--- src/rtl/key_pulse_pkg.sv ---
// key_pulse_pkg: shared FSM state encoding and default parameters for key_pulse_gen.
package key_pulse_pkg;
  typedef enum logic [1:0] {IDLE = 2'd0, ARM = 2'd1, HELD = 2'd2, RELEASE = 2'd3} state_t;
  localparam int DEBOUNCE_CYCLES_DEF = 16;
  localparam int REPEAT_DELAY_DEF = 500;
  localparam int REPEAT_PERIOD_DEF = 100;
endpackage

--- src/rtl/key_pulse_gen_if.sv ---
// key_pulse_gen_if: raw key input and conditioned pulse/level/busy outputs.
interface key_pulse_gen_if;
  logic key_in;
  logic pulse;
  logic level;
  logic busy;
  modport master (output key_in, input pulse, level, busy);
  modport slave (input key_in, output pulse, level, busy);
endinterface

--- src/rtl/key_pulse_gen_sync_2ff.sv ---
// sync_2ff: two-flop synchronizer for a raw asynchronous input, async reset to 0.
module sync_2ff (
  input  logic clk,
  input  logic rst_n,
  input  logic i_d,
  output logic o_q
);
  logic r_meta;
  logic r_q;
  always_ff @(posedge clk or negedge rst_n)
    if (!rst_n) {r_q, r_meta} <= 2'b00;
    else {r_q, r_meta} <= {r_meta, i_d};
  assign o_q = r_q;
endmodule

--- src/rtl/key_pulse_gen.sv ---
// key_pulse_gen: debounces a raw key into a one-cycle count-enable pulse per press.
// Define KEY_REPEAT_EN to add auto-repeat pulses while the key stays held.
module key_pulse_gen
  import key_pulse_pkg::*;
#(
  parameter int DEBOUNCE_CYCLES = DEBOUNCE_CYCLES_DEF,
  parameter int REPEAT_DELAY = REPEAT_DELAY_DEF,
  parameter int REPEAT_PERIOD = REPEAT_PERIOD_DEF
) (
  input logic clk,
  input logic rst_n,
  key_pulse_gen_if.slave bus
);
  localparam int CW = $clog2(DEBOUNCE_CYCLES);
  state_t r_state;
  state_t w_next;
  logic [CW-1:0] r_cnt;
  logic [CW-1:0] w_cnt_nxt;
  logic r_pulse;
  logic w_pulse_nxt;
  logic w_key_s;
  logic w_last;
  logic w_rep_fire;
  sync_2ff u_sync (.clk(clk), .rst_n(rst_n), .i_d(bus.key_in), .o_q(w_key_s));
  assign w_last = r_cnt == CW'(DEBOUNCE_CYCLES - 1);
  always_comb begin
    w_next = r_state;
    case (r_state)
      IDLE:    w_next = w_key_s ? ARM : IDLE;
      ARM:     w_next = !w_key_s ? IDLE : (w_last ? HELD : ARM);
      HELD:    w_next = w_key_s ? HELD : RELEASE;
      RELEASE: w_next = w_key_s ? HELD : (w_last ? IDLE : RELEASE);
      default: w_next = IDLE;
    endcase
    w_cnt_nxt = (w_next == r_state && (r_state == ARM || r_state == RELEASE)) ? r_cnt + 1'b1 : '0;
    w_pulse_nxt = (r_state == ARM && w_next == HELD) || w_rep_fire;
  end
  always_ff @(posedge clk or negedge rst_n)
    if (!rst_n) begin
      r_state <= IDLE;
      r_cnt <= '0;
      r_pulse <= 1'b0;
    end else begin
      r_state <= w_next;
      r_cnt <= w_cnt_nxt;
      r_pulse <= w_pulse_nxt;
    end
`ifdef KEY_REPEAT_EN
  localparam int RMAX = REPEAT_DELAY > REPEAT_PERIOD ? REPEAT_DELAY : REPEAT_PERIOD;
  localparam int RW = RMAX > 1 ? $clog2(RMAX) : 1;
  logic [RW-1:0] r_rep_cnt;
  logic r_rep_on;
  logic w_rep_last;
  logic w_stay_held;
  // r_rep_on selects the period once the initial delay has elapsed
  assign w_rep_last = r_rep_cnt == (r_rep_on ? RW'(REPEAT_PERIOD - 1) : RW'(REPEAT_DELAY - 1));
  assign w_stay_held = r_state == HELD && w_next == HELD;
  assign w_rep_fire = w_stay_held && w_rep_last;
  always_ff @(posedge clk or negedge rst_n)
    if (!rst_n) begin
      r_rep_cnt <= '0;
      r_rep_on <= 1'b0;
    end else begin
      r_rep_cnt <= (!w_stay_held || w_rep_last) ? '0 : r_rep_cnt + 1'b1;
      r_rep_on <= w_stay_held && (r_rep_on || w_rep_last);
    end
`else
  localparam int unused_rep = REPEAT_DELAY + REPEAT_PERIOD;
  assign w_rep_fire = 1'b0;
`endif
  assign bus.pulse = r_pulse;
  assign bus.level = r_state == HELD || r_state == RELEASE;
  assign bus.busy = r_state == ARM || r_state == RELEASE;
endmodule

--- src/flat_wrapper.sv ---
// flat-port wrapper written by rule: the top's interface ports become plain ports
module key_pulse_gen_flat import key_pulse_pkg::*;
#(
  parameter int DEBOUNCE_CYCLES = DEBOUNCE_CYCLES_DEF,
  parameter int REPEAT_DELAY = REPEAT_DELAY_DEF,
  parameter int REPEAT_PERIOD = REPEAT_PERIOD_DEF
)
  (clk, rst_n, bus_key_in, bus_pulse, bus_level, bus_busy);
  key_pulse_gen_if bus_i ();
  input logic clk;
  input logic rst_n;
  input wire logic [$bits(bus_i.key_in)-1:0] bus_key_in;
  output wire logic [$bits(bus_i.pulse)-1:0] bus_pulse;
  output wire logic [$bits(bus_i.level)-1:0] bus_level;
  output wire logic [$bits(bus_i.busy)-1:0] bus_busy;
  assign bus_i.key_in = bus_key_in;
  assign bus_pulse = bus_i.pulse;
  assign bus_level = bus_i.level;
  assign bus_busy = bus_i.busy;
  key_pulse_gen #(.DEBOUNCE_CYCLES(DEBOUNCE_CYCLES), .REPEAT_DELAY(REPEAT_DELAY), .REPEAT_PERIOD(REPEAT_PERIOD)) u_core (.clk(clk), .rst_n(rst_n), .bus(bus_i));
endmodule
--- config.mk ---
export PLATFORM = sky130hd
export DESIGN_NAME = key_pulse_gen_flat
export DESIGN_NICKNAME = d
export VERILOG_FILES = /design/src/rtl/key_pulse_pkg.sv /design/src/rtl/key_pulse_gen_if.sv /design/src/rtl/key_pulse_gen_sync_2ff.sv /design/src/rtl/key_pulse_gen.sv /design/src/flat_wrapper.sv
export SDC_FILE = /design/constraint.sdc
export NUM_CORES = 1
export LEC_CHECK = 0
export BUFFER_PORTS_ARGS = -buffer_cell sky130_fd_sc_hd__buf_2
export CAP_MARGIN = 20
export CORE_AREA = 3 3 40 42
export CTS_CLUSTER_SIZE = 14
export DETAILED_ROUTE_END_ITERATION = 12
export DIE_AREA = 0 0 43 45
export HOLD_SLACK_MARGIN = 0.1
export PLACE_DENSITY = 0.47
export SLEW_MARGIN = 5
export SYNTH_ARGS = -nofsm -noshare
export SYNTH_HDL_FRONTEND = slang
export SYNTH_SLANG_ARGS = --single-unit
--- constraint.sdc ---
create_clock -name clk -period 2.8 [get_ports clk]
set_input_delay 0.56 -clock clk [delete_from_list [all_inputs] [get_ports clk]]
set_output_delay 0.56 -clock clk [all_outputs]
set_load 0.02 [all_outputs]
==> metrics.yaml <==
synth_edf_count: 0
final.setup.worst_slack_ns: 1.415
start_util: 0.2707
p_switching_uw: 48.80
pwr-share-seq: 0.565
final.setup.tns_ns: 0
grt_pass1_vias: 245
die_w_um: 43
synth_seq_area_share: 0.6475
syn2layout_area_growth_pct: 17.99
p_clk_frac: 0.394
yosysTopAreaCellShare: 0.6475
gr-total-overflow: 0
post-place-ws_ns: 1.583
cp_num_buf_inv: 1
fin_skew_ns: 0.0002471
regArea_um2: 225.2
avgRoutedWirePerCell_um: 10.65
yosysMostFrequentCell: "dfrtp_1"
worstMarginPinSlew_ns: 0.2105
cts_setup_buffers: 0
final_max_slew_viol_count: 0
relSlewSlack: 0.8592
htreeDepth: 1
max_stage_delay_ns: 0.40
cp-end-kind: "output port"
root_buffer: "clkbuf_4"
ir_drop_mv: 0.1984
crit_cells: 1
yosys_register_bits: 9
intPower_uw: 191.9
rr_worst_depth: 3
vias: 206
syn-cell-area_um2: 347.8
multiInputGateArea_um2: 111.4
clk_transition_reported_paths_ns: 0.06
placed_area_um2: 384.1
crit_fanout: 4
crit_arrival_ns: 0.82
die_y_um: 45
max_cap_viol_count: 0
row_count: 13
ys_top_cells_by_area: "dfrtp_1 (65%), xor2_1 (7.6%), nand3_1 (4.3%)"
io_buffers: 5
synth_fp_nets: 31
cp_data_required_time_ns: 2.24
fin_crit_sh: 0.4945
switching_share: 0.2027
path_class: "reg2out"
final_area_um2: 410.4
drt_first_iter_violations: 2
first_pass_iters: 2
cts_resized: 0
r2r_slack_ns: 1.58
fin_crit_ns: 1.385
io-pin-count: 6
clock_sinks: 9
cts_made_buffers: 3
drive_gt1_frac: 0.3529
antenna_found_initial: 0
hold_buffers: 0
clock_latency_ns: 0.25
yosys_most_used_dff: "dfrtp_1"
hpwlAfterDp_um: 399.1
finalSetupViolCount: 0
power_leakage_nw: 0.2158
avgSynthCellArea_um2: 12.88
diodes: 0
grt_pass1_wl_mm: 1.014
report.power.total_uw: 240.7
die-area_um2: 1935
syn_inst: 27
worstPathCellList: "buf_2"
cpMaxStageDelayCell: "dfrtp_1"
hold_viol: 0
clock_path_buffers: 2
ant_nets: 0
grt_max_degree: 10
fmax_mhz: 722.2
gp_congestion: 0.7009
finalWirelength_um: 522
start_kind: "flop"
ys.warnings.count: 0
nFillCells: 130
avgViaCountPerCell: 4.204
drc: 0
nets: 39
cts_tree: "yes"
yosys.area.top_type: "dfrtp_1"
combPwrFrac: 0.041
grt_usage: 0.07997
coreArea_um2: 1285
outcome: "completed"
synthTopCellsByCount: "dfrtp_1 (9), nand3_1 (3), nor2_1 (3), xor2_1 (3), clkbuf_1 (2)"
rsz0062_at_grt: "no"
synth-async-reset-ratio: 1.000
yosysUniqueCellTypes: 12
powerDensity_nw_per_um2: 586.6
min_path_type: "in2async"
critPathTopFamily: "flip-flops"
-- cells by family (layout without fill, tap and decap cells) --
logic type                 after synthesis  count (layout)  synth area share
and+or+nand+nor                         10              10            0.1763
DFF                                      9               9            0.6475
xor gates and xnor gates                 3               3           0.07555
buffers and inverters                    3              10           0.03237
adders and majority gates                1               1           0.03597
muxes                                    1               1           0.03237
-- registers in the layout, summed over array words and instances, names as in the netlist --
name,cells
u_core.r_cnt,4
u_core.r_state,2
u_core.bus.pulse,1
u_core.u_sync.o_q,1
u_core.u_sync.r_meta,1
-- power by group through the flow --
stage | Combinational [mW] | Sequential (mW) | Clock (mW)
3_5_place_dp | 0.0102 | 0.139 | 0
4_1_cts | 0.0102 | 0.136 | 0.102
6_report | 0.00981 | 0.136 | 0.0948
2_1_floorplan | 0.00527 | 0.138 | 0
5_1_grt | 0.0115 | 0.137 | 0.112
3_3_place_gp | 0.00989 | 0.138 | 0
-- cell usage in the layout, fill, tap and decap left out, drive strengths merged --
| cell | n |
|---|---|
| mux2 | 1 |
| and2 | 1 |
| nor2 | 3 |
| nand4 | 1 |
| nor3b | 1 |
| clkbuf | 4 |
| ha | 1 |
| dfrtp | 9 |
| and3 | 1 |
| nand3 | 3 |
| buf | 5 |
| inv | 1 |
| xor2 | 3 |
-- metal layers --
layer | track usage | routed length [um] | part of all wire | up-vias
li1 | - | - | - | 102
met1 | 0.08209 | 237 | 0.45 | 98
met2 | 0.1138 | 247 | 0.47 | 4
met3 | 0.02390 | 28 | 0.054 | 2
met4 | 0.1084 | 8 | 0.015 | 0
met5 | 0 | 0 | 0 | -
-- worst register-to-register path: stages (launching register included) --
cell	delay, ns
dfrtp_1	0.40
ha_1	0.25
nand4_2	0.13
mux2_2	0.33
-- stage by stage --
stage               utilization  hold slack, ns  std cells
finish                   0.3194          0.1459         49
CTS                      0.3194          0.1388         49
global route             0.3194          0.1359         49
detailed placement       0.2989          0.3365         45
floorplan                     -          0.2644         27
global placement         0.2989          0.3353         45
-- area by class of cell --
| type | count | share of cell area |
|---|---|---|
| multi-input cells | 15 | 0.2713 |
| repair buffers | 5 | 0.06098 |
| clock buffers | 4 | 0.06402 |
| inverters | 1 | 0.009146 |
| well taps | 15 | 0.04573 |
| flip-flops and latches | 9 | 0.5488 |
-- final timing paths --
kind                                              to                 start
worst max-delay path                        bus_busy     u_core.r_state[0]
worst min-delay path                 u_core.r_cnt[0]                 rst_n
worst max register to register     u_core.r_state[1]       u_core.r_cnt[0]
worst min register to register     u_core.u_sync.o_q  u_core.u_sync.r_meta
max in group asynchronous       u_core.u_sync.r_meta                 rst_n
min in group clk                   u_core.u_sync.o_q  u_core.u_sync.r_meta
Note: power is estimated with default switching activity, not from simulation.
